<file path="config.mk">
export PLATFORM = sky130hd
export DESIGN_NAME = scalar_decode_stage
export DESIGN_NICKNAME = d
export VERILOG_FILES = /design/src/rtl/asip_decode_pkg.sv /design/src/rtl/scalar_decode_stage_scoreboard.sv /design/src/rtl/scalar_decode_stage.sv
export SDC_FILE = /design/constraint.sdc
export NUM_CORES = 1
export LEC_CHECK = 0
export ABC_CLOCK_PERIOD_IN_PS = 3850
export BUFFER_PORTS_ARGS = -buffer_cell sky130_fd_sc_hd__buf_2
export CAP_MARGIN = 20
export CORE_ASPECT_RATIO = 1.4
export CORE_MARGIN = 1
export CORE_UTILIZATION = 39
export CTS_BUF_LIST = sky130_fd_sc_hd__clkbuf_4 sky130_fd_sc_hd__clkbuf_8
export DETAILED_ROUTE_END_ITERATION = 16
export GPL_ROUTABILITY_DRIVEN = 0
export PLACE_DENSITY = 0.7
export SLEW_MARGIN = 5
export SYNTH_ARGS = -nofsm -noshare
export SYNTH_HDL_FRONTEND = slang
export SYNTH_SLANG_ARGS = --single-unit
</file>
<file path="constraint.sdc">
create_clock -name clk -period 3.85 [get_ports clk]
set_input_delay 0.1925 -clock clk [delete_from_list [all_inputs] [get_ports clk]]
set_output_delay 0.1925 -clock clk [all_outputs]
set_load 0.01 [all_outputs]
</file>
<file path="src/rtl/asip_decode_pkg.sv">
// Shared definitions for the scalar decode stage.
// Holds the opcode constants, the bit positions of each instruction field,
// the decode FSM state type and a helper that tells whether an opcode writes rd.
package asip_decode_pkg;

    localparam logic [3:0] OP_NOP  = 4'h0;
    localparam logic [3:0] OP_HALT = 4'hF;

    // Instruction layout: [15:12] opcode, [11:10] rd, [9:8] rs1, [7:6] rs2, [5:0] imm
    localparam int unsigned OPCODE_LSB = 12;
    localparam int unsigned RD_LSB     = 10;
    localparam int unsigned RS1_LSB    = 8;
    localparam int unsigned RS2_LSB    = 6;
    localparam int unsigned IMM_LSB    = 0;
    localparam int unsigned IMM_WIDTH  = 6;
    localparam int unsigned WRFLAG_BIT = 3;

    typedef enum logic [1:0] {
        RUN,
        DRAIN,
        HALTED
    } decode_state_t;

    function automatic logic writes_rd(input logic [3:0] opcode);
        return opcode[WRFLAG_BIT];
    endfunction

endpackage

</file>
<file path="src/rtl/scalar_decode_stage_scoreboard.sv">
// Pending-write scoreboard for the scalar register file.
// Ports:
//   clk_i, rst_ni          clock and synchronous active-low reset
//   set_i, set_reg_i       mark a register as having a write in flight
//   clr_i, clr_reg_i       writeback completed for a register
//   rs1_i, rs2_i, rd_i     registers to look up
//   rs1_pend_o, rs2_pend_o, rd_pend_o  lookup results (current, pre-edge mask)
//   any_pend_o             at least one write still in flight
module scoreboard #(
    parameter int unsigned Quantity = 4,
    parameter int unsigned SelBits  = 2
) (
    input  logic               clk_i,
    input  logic               rst_ni,
    input  logic               set_i,
    input  logic [SelBits-1:0] set_reg_i,
    input  logic               clr_i,
    input  logic [SelBits-1:0] clr_reg_i,
    input  logic [SelBits-1:0] rs1_i,
    input  logic [SelBits-1:0] rs2_i,
    input  logic [SelBits-1:0] rd_i,
    output logic               rs1_pend_o,
    output logic               rs2_pend_o,
    output logic               rd_pend_o,
    output logic               any_pend_o
);

    logic [Quantity-1:0] pending_q, pending_d;

    // Clear first, then set, so a same-edge writeback never wipes a fresh claim.
    // Clearing an already-clear bit is harmless, which covers stray writebacks.
    always_comb begin
        pending_d = pending_q;
        if (clr_i) begin
            pending_d[clr_reg_i] = 1'b0;
        end
        if (set_i) begin
            pending_d[set_reg_i] = 1'b1;
        end
    end

    always_ff @(posedge clk_i) begin
        if (!rst_ni) begin
            pending_q <= '0;
        end else begin
            pending_q <= pending_d;
        end
    end

    // Lookups use the registered mask: no bypass of a writeback landing this edge.
    assign rs1_pend_o = pending_q[rs1_i];
    assign rs2_pend_o = pending_q[rs2_i];
    assign rd_pend_o  = pending_q[rd_i];
    assign any_pend_o = |pending_q;

endmodule

</file>
<file path="src/rtl/scalar_decode_stage.sv">
// Scalar decode stage between fetch and execute.
// Splits 16-bit instructions into fields, drives the register file read selects,
// stalls on scoreboard hazards and registers decoded instruction plus operands.
// A HALT opcode is swallowed, outstanding writes drain, then the stage parks.
// Ports:
//   clk, reset                  clock, synchronous active-low reset
//   inValid/inInstr/inReady     fetch handshake
//   rSel1, rSel2                register file read selects (rs1/rs2 of inInstr)
//   reg1Data, reg2Data          register file read data
//   wbValid, wbReg              register write happening at this edge
//   outValid/outReady           execute handshake
//   outOpcode, outRd, outWrEn, outOp1, outOp2, outImm   decoded instruction
//   halted                      stage parked after HALT
module scalar_decode_stage
    import asip_decode_pkg::*;
#(
    parameter int unsigned registerSize     = 8,
    parameter int unsigned registerQuantity = 4,
    parameter int unsigned selectionBits    = 2
) (
    input  logic                     clk,
    input  logic                     reset,
    input  logic                     inValid,
    input  logic [15:0]              inInstr,
    output logic                     inReady,
    output logic [selectionBits-1:0] rSel1,
    output logic [selectionBits-1:0] rSel2,
    input  logic [registerSize-1:0]  reg1Data,
    input  logic [registerSize-1:0]  reg2Data,
    input  logic                     wbValid,
    input  logic [selectionBits-1:0] wbReg,
    output logic                     outValid,
    input  logic                     outReady,
    output logic [3:0]               outOpcode,
    output logic [selectionBits-1:0] outRd,
    output logic                     outWrEn,
    output logic [registerSize-1:0]  outOp1,
    output logic [registerSize-1:0]  outOp2,
    output logic [registerSize-1:0]  outImm,
    output logic                     halted
);

    // Field split
    logic [3:0]               opcode;
    logic [selectionBits-1:0] rd, rs1, rs2;
    logic [IMM_WIDTH-1:0]     imm6;
    logic [registerSize-1:0]  imm_ext;
    logic                     wr_flag, is_halt;

    assign opcode  = inInstr[OPCODE_LSB +: 4];
    assign rd      = inInstr[RD_LSB +: selectionBits];
    assign rs1     = inInstr[RS1_LSB +: selectionBits];
    assign rs2     = inInstr[RS2_LSB +: selectionBits];
    assign imm6    = inInstr[IMM_LSB +: IMM_WIDTH];
    assign imm_ext = {{(registerSize - IMM_WIDTH){imm6[IMM_WIDTH-1]}}, imm6};
    assign wr_flag = writes_rd(opcode);
    assign is_halt = (opcode == OP_HALT);

    assign rSel1 = rs1;
    assign rSel2 = rs2;

    // Scoreboard
    logic rs1_pend, rs2_pend, rd_pend, any_pend;
    logic hazard, issue, accept, out_free;

    scoreboard #(
        .Quantity (registerQuantity),
        .SelBits  (selectionBits)
    ) u_scoreboard (
        .clk_i      (clk),
        .rst_ni     (reset),
        .set_i      (issue & wr_flag),
        .set_reg_i  (rd),
        .clr_i      (wbValid),
        .clr_reg_i  (wbReg),
        .rs1_i      (rs1),
        .rs2_i      (rs2),
        .rd_i       (rd),
        .rs1_pend_o (rs1_pend),
        .rs2_pend_o (rs2_pend),
        .rd_pend_o  (rd_pend),
        .any_pend_o (any_pend)
    );

    assign hazard = rs1_pend | rs2_pend | (wr_flag & rd_pend);

    // FSM: state register
    decode_state_t state_q, state_d;
    logic          out_valid_q;

    always_ff @(posedge clk) begin
        if (!reset) begin
            state_q <= RUN;
        end else begin
            state_q <= state_d;
        end
    end

    // FSM: next state
    always_comb begin
        state_d = state_q;
        unique case (state_q)
            RUN: begin
                if (accept && is_halt) begin
                    state_d = DRAIN;
                end
            end
            DRAIN: begin
                if (!any_pend && !out_valid_q) begin
                    state_d = HALTED;
                end
            end
            HALTED:  state_d = HALTED;
            default: state_d = RUN;
        endcase
    end

    // FSM: outputs
    assign out_free = ~out_valid_q | outReady;

    always_comb begin
        inReady = 1'b0;
        halted  = 1'b0;
        unique case (state_q)
            RUN:     inReady = reset & ~hazard & out_free;
            DRAIN:   inReady = 1'b0;
            HALTED:  halted  = 1'b1;
            default: inReady = 1'b0;
        endcase
    end

    assign accept = inValid & inReady;
    // HALT is consumed here and never reaches execute
    assign issue  = accept & ~is_halt;

    // Output register
    logic [3:0]               out_opcode_q;
    logic [selectionBits-1:0] out_rd_q;
    logic                     out_wr_en_q;
    logic [registerSize-1:0]  out_op1_q, out_op2_q, out_imm_q;

    always_ff @(posedge clk) begin
        if (!reset) begin
            out_valid_q  <= 1'b0;
            out_opcode_q <= '0;
            out_rd_q     <= '0;
            out_wr_en_q  <= 1'b0;
            out_op1_q    <= '0;
            out_op2_q    <= '0;
            out_imm_q    <= '0;
        end else if (issue) begin
            out_valid_q  <= 1'b1;
            out_opcode_q <= opcode;
            out_rd_q     <= rd;
            out_wr_en_q  <= wr_flag;
            out_op1_q    <= reg1Data;
            out_op2_q    <= reg2Data;
            out_imm_q    <= imm_ext;
        end else if (outReady) begin
            out_valid_q  <= 1'b0;
        end
    end

    assign outValid  = out_valid_q;
    assign outOpcode = out_opcode_q;
    assign outRd     = out_rd_q;
    assign outWrEn   = out_wr_en_q;
    assign outOp1    = out_op1_q;
    assign outOp2    = out_op2_q;
    assign outImm    = out_imm_q;

endmodule

</file>
## Word-level counts from Yosys, hierarchy flattened

Cells that the tools add are included.

| cells by class | value |
|---|---|
| reductions and logical operators | 10 |
| bitwise gates (word level) | 15 |
| mux-type cells | 19 |
| magnitude comparators | 6 |
| equal/unequal tests | 5 |

Operators by type and width:

| cell | count |
|---|---|
| $lt 2x3->1 const B | 4 |
| $mux 1 | 9 |
| $mux 4 | 2 |
| $and 1x1->1 | 6 |
| $bmux 1 s2 | 3 |
| $pmux 2 s3 | 1 |
| $and 4x4->4 | 1 |
| $demux 1 s2 | 2 |
| $eq 4x4->1 const B | 1 |
| $ge 2x1->1 const B | 2 |
| $logic_and 1x1->1 | 4 |
| $mux 2 | 2 |
| $ne 2x2->1 const B | 2 |
| $not 4->4 | 1 |
| $or 4x4->4 | 1 |
| $reduce_or 4->1 | 1 |
| $not 1->1 | 3 |
| $or 1x1->1 | 3 |
| $eq 2x1->1 const B | 1 |
| $eq 2x2->1 const B | 1 |
| $logic_not 1->1 | 2 |
| $logic_not 2->1 | 1 |
| $reduce_and 2->1 | 1 |
| $reduce_bool 2->1 | 1 |

| word-level totals | value |
|---|---|
| register bits | 36 |
| word-level logic and storage cells | 64 |
| output and inout port bits | 38 |
| input port bits | 39 |

## Longest topological paths before layout

Gate-level depths: netlist of run 1.

| logic depth | value |
|---|---|
| word-level depth | 12 |
| gate-level depth with buffers | 7 |
| gate-level depth less buffers | 6 |

## Modules after synthesis

Synthesis of run 1 repeated with hierarchy kept, for this count alone.

| unflattened totals | value |
|---|---|
| cell total of the unflattened synthesis | 176 |
| area, all modules | 1571.5 µm² |

By module, submodules not included:

| module | cells an instance | area each (µm²) | instances |
|---|---|---|---|
| scalar_decode_stage | 153 | 1316.3 | 1 |
| scoreboard | 23 | 255.2 | 1 |

## Worst setup path before layout of run 1

Ideal clock, no wire load.

| timing | value |
|---|---|
| path type | register -> register |
| from | reg u_scoreboard.pending_q[3] |
| to | reg state_q[1] |
| stages on the path, launching flop included | 7 |
| setup slack | 1.674 ns |
| data required time | 3.776 ns |
| data arrival time | 2.102 ns |
| period minus slack after synthesis | 2.176 ns |
| setup time | 0.074 ns |
| cells stage by stage | dfxtp_1 -> mux4_2 -> or2_4 -> or3_1 -> clkbuf_2 -> or4b_1 -> a31oi_1 |

| between the ends | value |
|---|---|
| longest elaborated chain between the ends | 12 |
| elaborated cells on any way between the ends | 21 |
| those cells by class | 2 x eq/ne; 7 x mux; 7 x bitwise; 5 x reduce/logical |

Ends and longest elaborated chain:

| what | line | text |
|---|---|---|
| start: declaration | scalar_decode_stage_scoreboard.sv:28 | `logic [Quantity-1:0] pending_q, pending_d;` |
| start signal: assignment | scalar_decode_stage_scoreboard.sv:46 | `pending_q <= pending_d;` |
| $bmux 1 s2 (on tied branches) | scalar_decode_stage_scoreboard.sv:51, scalar_decode_stage_scoreboard.sv:52, scalar_decode_stage_scoreboard.sv:53 |  |
| $mux 1 (on tied branches) | scalar_decode_stage_scoreboard.sv:51, scalar_decode_stage_scoreboard.sv:52, scalar_decode_stage_scoreboard.sv:53 |  |
| $or 1x1->1 or $and 1x1->1 (tied branches) | scalar_decode_stage.sv:85 | `assign hazard = rs1_pend \| rs2_pend \| (wr_flag & rd_pend);` |
| $or 1x1->1 | scalar_decode_stage.sv:85 |  |
| $not 1->1 | scalar_decode_stage.sv:125 | `RUN: inReady = reset & ~hazard & out_free;` |
| $and 1x1->1 (2 in series) | scalar_decode_stage.sv:125 |  |
| $mux 1 | scalar_decode_stage.sv:124 | `unique case (state_q)` |
| $and 1x1->1 | scalar_decode_stage.sv:132 | `assign accept = inValid & inReady;` |
| $logic_and 1x1->1 | scalar_decode_stage.sv:104 | `if (accept && is_halt) begin` |
| $ne 2x2->1 (no line) | -- |  |
| $reduce_and 2->1 (no line) (*) | -- |  |
| end signal: assignment | scalar_decode_stage.sv:95 | `state_q <= state_d;` |
| end: declaration | scalar_decode_stage.sv:88 | `decode_state_t state_q, state_d;` |

Mark *: on every way between the ends. The rest lies on a longest branch, timed or not. The select of a mux whose other input is x is not followed.
A chain may end at the register's enable or synchronous reset.

## Worst setup path after layout of run 1

| timing | value |
|---|---|
| from | reg u_scoreboard.pending_q[3] |
| to | reg out_imm_q[4] (netlist: outImm[4]) |

| between the ends | value |
|---|---|
| longest elaborated chain between the ends | 10 |
| elaborated cells on any way between the ends | 15 |
| those cells by class | 7 x mux; 8 x bitwise |

Ends and longest elaborated chain:

| what | line | text |
|---|---|---|
| $bmux 1 s2 (on tied branches) | scalar_decode_stage_scoreboard.sv:51, scalar_decode_stage_scoreboard.sv:52, scalar_decode_stage_scoreboard.sv:53 |  |
| $mux 1 (on tied branches) | scalar_decode_stage_scoreboard.sv:51, scalar_decode_stage_scoreboard.sv:52, scalar_decode_stage_scoreboard.sv:53 |  |
| $or 1x1->1 or $and 1x1->1 (tied branches) | scalar_decode_stage.sv:85 |  |
| $or 1x1->1 (*) | scalar_decode_stage.sv:85 |  |
| $not 1->1 (*) | scalar_decode_stage.sv:125 |  |
| $and 1x1->1 (*) (2 in series) | scalar_decode_stage.sv:125 |  |
| $mux 1 (*) | scalar_decode_stage.sv:124 |  |
| $and 1x1->1 (*) | scalar_decode_stage.sv:132 |  |
| $and 1x1->1 (*) | scalar_decode_stage.sv:134 | `assign issue = accept & ~is_halt;` |
| end signal: assignment | scalar_decode_stage.sv:158 | `out_imm_q <= imm_ext;` |
| end: declaration | scalar_decode_stage.sv:140 | `logic [registerSize-1:0] out_op1_q, out_op2_q, out_imm_q;` |

Marks and branches as above.

==> flow_metrics.py, run 1 <==
metrics = {
    "logic_synthesis": {
        "synth_area_leader_cell": "dfxtp_1",
        "syn_area_sq_mm": 0.001503,
        "synth-seq-cells": 35,
        "syn-num-nets": 218,
        "synth_seq_area_share": 0.4663,
        "yosys-top-cells-area": "dfxtp_1, nand2_1, o21ai_1",
        "ys_top_cells_by_count": "nand2_1, dfxtp_1, o21ai_1, buf_4, clkbuf_1",
        "yosysTopAreaCellShare": 0.4663,
        "yosysMostFrequentCell": "nand2_1",
        "yosysUniqueCellTypes": 34,
        "yosys_warnings": 0,
        "synth-main-ff-cell": "dfxtp_1",
        "synth-edff-count": 0,
        "postSynthCellCount": 176,
        "syn_area_per_cell_sq_um": 8.538,
        "async_reset_ff_frac": 0,
    },
    "power_and_ir_drop": {
        "ir_worst_vdd_uv": 271.3,
        "leakagePower_nw": 0.9100,
        "power.density_mw_per_mm2": 420.7,
    },
    "critical_path": {
        "crit_family": "simple AND/OR/NAND/NOR gates",
        "cp_slowest_stage_delay_ns": 0.88,
        "crit_fanout": 20,
        "regToRegSetupSlack_ns": 1.31,
        "path_class": "flip-flop to flip-flop",
        "crit_path_start": "u_scoreboard.pending_q[3]",
        "cp-end-kind": "flip-flop",
        "reg2reg_depth": 6,
        "worstPathRequired_ns": 4.06,
        "worst_setup_path_start_kind": "flip-flop",
        "crit_slowest_cell": "nor4_4",
        "reg2reg_from": "u_scoreboard.pending_q[3]",
        "timing.critical_path.buf_inv": 1,
        "arrival_ns": 2.75,
        "cp_cell_sequence": "mux4_2 -> or2_4 -> nor4_4 -> buf_4 -> nand2_1 -> o21ai_1",
        "reg2reg_to": "outImm[4]",
    },
    "clock_tree": {
        "post-cts-setup-buffers": 0,
        "ctsHoldBuffers": 0,
        "clockBufferDepth": 2,
        "cts_tree": "done",
        "cts_buffers": 5,
        "cts_sinks": 35,
        "path_clk_slew_ns": 0.06,
        "clk_latency_ns": 0.28,
        "cts_htree_levels": 2,
        "cts_resized": 0,
        "clock-root-buffer": "clkbuf_8",
    },
    "routing": {
        "drc": 0,
        "drtIter0Drc": 38,
        "route.vias.total": 1410,
        "dr.pass1.iters": 4,
        "drt_wl_total_microns": 3323,
        "vias_per_cell": 4.930,
        "ant_nets": 0,
        "routedWlPerCell_microns": 11.62,
    },
    "min_path": {
        "hp-start": "reg1Data[7]",
        "min_to": "outOp1[7]",
        "hold_class": "input port to flip-flop",
        "worstHoldPathCells": 3,
    },
    "sta": {
        "clock_skew_ns": 0.007580,
        "setup_viol": 0,
        "post-route-min-period_ns": 2.539,
        "period_share": 0.6594,
        "holdWs_ns": 0.1106,
        "slew_violations": 0,
        "fmax_ghz": 0.3939,
        "maxSlewHeadroom": 0.3346,
        "worst_pin_slew_ns": 0.9907,
        "finalHoldViolations": 0,
        "fin_setup_tns_ns": 0,
        "grt_setup_unrepaired": "false",
    },
    "outcome": {
        "status": "complete, no violations",
    },
    "cells_and_area": {
        "fin_area_sq_mm": 0.001934,
        "drive_above_1_share": 0.3770,
        "nets": 287,
        "antennaDiodeCount": 0,
        "areaGrowthSynthToFinish_pct": 28.73,
    },
    "die": {
        "die_w_microns": 54.46,
        "pin_count": 77,
        "rows": 26,
        "core_sq_mm": 0.003676,
        "fp.dieH_microns": 75.45,
        "die_area_sq_mm": 0.004109,
        "start_util": 0.4088,
    },
    "global_route": {
        "grt_pass1_vias": 1187,
        "gr-usage-all-layers": 0.1718,
        "grt_max_degree": 35,
        "grt.overflow.total": 0,
        "antenna_found_initial": 0,
        "grt_pass1_wl_microns": 5009,
    },
    "placed_design": {
        "postPlaceCellArea_sq_mm": 0.001858,
        "hpwl_microns": 2512,
        "io_buffers": 76,
    },
    "job": {
        "cap_violations": 0,
    },
}
## through the flow
step | util | power [mW] | setup slack [ns] | cells
after floorplan | - | 0.5152 | 1.674 | 176
after global placement | 0.5054 | 0.5773 | 1.346 | 280
after detailed placement | 0.5054 | 0.5807 | 1.309 | 280
after CTS | 0.5262 | 0.8280 | 1.297 | 286
after global routing | 0.5262 | 0.8613 | 1.155 | 286
final | 0.5262 | 0.8137 | 1.311 | 286
## registers in the layout, summed over array words and instances, names as in the netlist
register and cells:
outOp1 8, outOp2 8, outImm 6, outOpcode 4, u_scoreboard.pending_q 4, outRd 2, state_q 2, outValid 1
## placed cells by master (no fill, tap or decap)
cell type / synthesis / routed
inv_1: 4 / 4
ha_1: 3 / 3
clkbuf_8: 0 / 5
or4b_1: 1 / 1
a31oi_1: 1 / 1
mux4_2: 2 / 2
o31ai_1: 2 / 2
nand3_1: 3 / 3
o31a_1: 1 / 1
or4_1: 1 / 1
o311ai_0: 1 / 1
inv_2: 1 / 1
nor4_4: 1 / 1
or3_1: 1 / 1
o2111ai_2: 1 / 1
nor2_1: 2 / 2
clkbuf_4: 0 / 1
or2b_1: 2 / 2
o21a_2: 1 / 1
nor3_1: 2 / 2
a2bb2oi_1: 1 / 1
a21oi_1: 2 / 2
buf_4: 7 / 3
or2_4: 1 / 1
o21ai_1: 27 / 27
buf_2: 1 / 76
o211ai_1: 2 / 2
nand2_1: 54 / 54
mux2i_1: 2 / 2
o21ai_0: 1 / 1
dfxtp_1: 35 / 35
o221a_1: 3 / 3
nand4_1: 1 / 1
## report_power, final
group          switching [mW]  internal [mW]
clock network           0.115          0.127
logic                  0.0876         0.0704
registers              0.0176          0.396
total                   0.220          0.593
## how the worst max path moves through the flow
stage               slack [ns]         end  cells after the start
floorplan                 1.67  state_q[1]                      6
global placement          1.35    outRd[0]                      5
detailed placement        1.31   outImm[4]                      6
CTS                       1.30   outImm[4]                      6
global route              1.15   outImm[2]                      6
finish                    1.31   outImm[4]                      6
## tightest hold or removal path, stage by stage
cell and delay [ns]:
buf_2 0.07, nand2_1 0.03, o21ai_1 0.05
## area by class of cell
| class | instances | area [sq um] |
|---|---|---|
| repair buffers | 79 | 402.9 |
| clock buffers | 6 | 76.32 |
| inverters | 5 | 18.77 |
| well taps | 42 | 52.55 |
| multi-input cells | 119 | 683.2 |
| flip-flops and latches | 35 | 700.7 |
| fillers | 379 | 1742 |
## cells by family (layout without fill, tap and decap cells)
family          Yosys count  in the layout  share of synthesized area
buf+inv                  22             90                    0.07909
fa+ha+maj                 3              3                    0.02498
compound gates           43             43                     0.1798
simple gates             69             69                     0.2065
flops                    35             35                     0.4663
mux                       4              4                    0.04330
## routing by layer
metal	GRT usage	vias up	wire [microns]
li1	-	729	-
met1	0.1872	627	1486
met3	0.05389	7	185
met5	0	-	0
met2	0.2927	47	1588
met4	0.08547	0	63
(Power assumes the default switching activity.)
==> run 2, diff against run 1 <==
--- a/config.mk
+++ b/config.mk
@@ -5,7 +5,8 @@
 export SDC_FILE = /design/constraint.sdc
 export NUM_CORES = 1
 export LEC_CHECK = 0
-export ABC_CLOCK_PERIOD_IN_PS = 3850
+export ABC_AREA = 1
+export ABC_CLOCK_PERIOD_IN_PS = 2400
 export BUFFER_PORTS_ARGS = -buffer_cell sky130_fd_sc_hd__buf_2
 export CAP_MARGIN = 20
 export CORE_ASPECT_RATIO = 1.4
==> constraint.sdc (replaced) <==
create_clock -name clk -period 2.4 [get_ports clk]
set_input_delay 0.12 -clock clk [delete_from_list [all_inputs] [get_ports clk]]
set_output_delay 0.12 -clock clk [all_outputs]
set_load 0.01 [all_outputs]
==> flow_metrics.py, run 2 <==
metrics = {
    "outcome": {
        "status": "complete, no violations",
    },
    "clock_tree": {
        "clock-root-buffer": "clkbuf_8",
        "cts_tree": "done",
        "ctsHoldBuffers": 0,
        "cts_htree_levels": 2,
        "cts_sinks": 35,
        "cts_buffers": 5,
        "post-cts-setup-buffers": 0,
        "clockBufferDepth": 2,
        "clk_latency_ns": 0.28,
        "path_clk_slew_ns": 0.07,
        "cts_resized": 0,
    },
    "die": {
        "die_w_microns": 55.61,
        "start_util": 0.4194,
        "die_area_sq_mm": 0.004284,
        "rows": 26,
        "pin_count": 77,
        "core_sq_mm": 0.003741,
        "fp.dieH_microns": 77.05,
    },
    "logic_synthesis": {
        "yosysMostFrequentCell": "nor2_1",
        "synth-seq-cells": 35,
        "postSynthCellCount": 218,
        "synth-main-ff-cell": "dfxtp_1",
        "syn_area_per_cell_sq_um": 7.197,
        "ys_top_cells_by_count": "nor2_1, dfxtp_1, nand2_1, o21ai_0, inv_1",
        "yosysUniqueCellTypes": 20,
        "synth_area_leader_cell": "dfxtp_1",
        "synth_seq_area_share": 0.4466,
        "async_reset_ff_frac": 0,
        "syn_area_sq_mm": 0.001569,
        "yosysTopAreaCellShare": 0.4466,
        "yosys-top-cells-area": "dfxtp_1, nor2_1, o21ai_0",
        "synth-edff-count": 0,
        "yosys_warnings": 0,
        "syn-num-nets": 260,
    },
    "critical_path": {
        "worstPathRequired_ns": 2.57,
        "path_class": "flip-flop to flip-flop",
        "reg2reg_depth": 9,
        "cp-end-kind": "flip-flop",
        "reg2reg_from": "state_q[0]",
        "reg2reg_to": "outOp2[1]",
        "worst_setup_path_start_kind": "flip-flop",
        "arrival_ns": 1.95,
        "crit_fanout": 29,
        "regToRegSetupSlack_ns": 0.62,
    },
    "cells_and_area": {
        "multi_input_area_sq_um": 691.9,
        "fillers": 397,
        "nets": 329,
        "antennaDiodeCount": 0,
        "areaGrowthSynthToFinish_pct": 27.27,
        "drive_above_1_share": 0.3229,
        "layout_commonest_cell": "buf_2",
        "final_cell_mix": "buf_2, nor2_1, dfxtp_1, nand2_1, o21ai_0",
        "ff_latch_area_sq_um": 700.7,
    },
    "global_route": {
        "use_met1": 0.1887,
        "grt_pass1_wl_microns": 6203,
        "use_met3": 0.05059,
        "grt.overflow.total": 0,
        "grt_max_degree": 30,
        "grt_pass1_vias": 1503,
        "gr-usage-all-layers": 0.1797,
        "grt.busiest_layer": "met2",
        "antenna_found_initial": 0,
        "use_met2": 0.3325,
    },
    "min_path": {
        "hold_class": "input port to flip-flop",
        "worstHoldPathCells": 3,
        "min_to": "outOp2[7]",
        "hp-start": "reg2Data[7]",
    },
    "power_and_ir_drop": {
        "leakagePower_nw": 1.068,
        "ir_worst_vdd_uv": 448.1,
        "power.density_mw_per_mm2": 773.2,
    },
    "sta": {
        "slew_violations": 0,
        "fin_setup_tns_ns": 0,
        "post-route-min-period_ns": 1.781,
        "fin_ws_ns": 0.6193,
        "worst_pin_slew_ns": 0.4804,
        "period_share": 0.7420,
        "setup_viol": 0,
        "grt_setup_unrepaired": "false",
        "maxSlewHeadroom": 0.6793,
        "clock_skew_ns": 0.008986,
        "fmax_ghz": 0.5616,
        "finalHoldViolations": 0,
    },
    "routing": {
        "drc": 0,
        "drt_wl_total_microns": 3530,
        "route.vias.total": 1560,
        "dr.pass1.iters": 4,
        "routedWlPerCell_microns": 10.70,
        "drtIter0Drc": 35,
        "ant_nets": 0,
        "vias_per_cell": 4.727,
    },
    "job": {
        "cap_violations": 0,
    },
    "placed_design": {
        "dp_slack_ns": 0.6058,
        "hpwl_microns": 2599,
        "io_buffers": 76,
    },
}
## run 2: changes by cell type after synthesis, moves of 3 or more
cell / delta
o221a_1: -3
o21ai_0: +28
nor2_1: +50
nand3b_1: +3
nand3_1: +7
a21oi_1: +8
clkbuf_1: -5
nand2_1: -20
o21ai_1: -27
inv_1: +12
## run 2: per-stage QoR
stage | utilization | std cells | power, mW | hold WS, ns | instance area, sq um
after global placement | 0.5100 | 322 | 1.140 | 0.3410 | 1908
after detailed placement | 0.5100 | 322 | 1.148 | 0.3477 | 1908
after global routing | 0.5338 | 330 | 1.661 | 0.05291 | 1997
after CTS | 0.5338 | 330 | 1.568 | 0.04836 | 1997
after floorplan | - | 218 | 1.009 | 0.2549 | 1569
final | 0.5338 | 330 | 1.544 | 0.05718 | 1997
## run 2: area by class of cell
| cell class | instances | area share |
|---|---|---|
| multi-input cells | 149 | 0.3465 |
| clock buffers | 6 | 0.03822 |
| well taps | 42 | 0.02632 |
| repair buffers | 78 | 0.1980 |
| inverters | 18 | 0.03383 |
| clock inverters | 2 | 0.006266 |
| flip-flops and latches | 35 | 0.3509 |
## run 2: logic make-up (layout without fill, tap and decap cells)
| group | count (synthesis) | in the layout | share of synthesized area |
|---|---|---|---|
| AOI/OAI and AO/OA | 41 | 41 | 0.1356 |
| buffers and inverters | 34 | 104 | 0.1124 |
| and+or+nand+nor | 105 | 105 | 0.2815 |
| adders and majority gates | 3 | 3 | 0.02393 |
| DFF | 35 | 35 | 0.4466 |
## run 2: how the worst max path moves through the flow
| stage | start | to | depth (start not counted) |
|---|---|---|---|
| 2_1_floorplan | state_q[0] | outImm[2] | 11 |
| 3_3_place_gp | state_q[0] | outOp2[5] | 9 |
| 3_5_place_dp | state_q[0] | outOp1[2] | 9 |
| 4_1_cts | state_q[0] | outOp2[2] | 9 |
| 5_1_grt | state_q[0] | outOp1[2] | 9 |
| 6_report | state_q[0] | outOp2[1] | 9 |
## run 2: routing by layer
layer	routed length, microns	vias up
met1	1447	678
met5	0	-
met4	47	0
li1	-	824
met2	1786	53
met3	248	5
## run 2: worst max-delay path, cell delays in order, from the launching register on
cell and delay [ns]:
dfxtp_1 0.31, inv_1 0.09, ha_1 0.19, nand3_1 0.10, nor2_2 0.16, nand3_2 0.10, nor2_4 0.24, inv_2 0.27
nor2_1 0.16, nor2_1 0.06
## run 2: where the power goes
group	switching (mW)	total [mW]	internal, mW
combinational	0.256	0.429	0.172
sequential	0.0399	0.699	0.659
clock	0.202	0.416	0.214
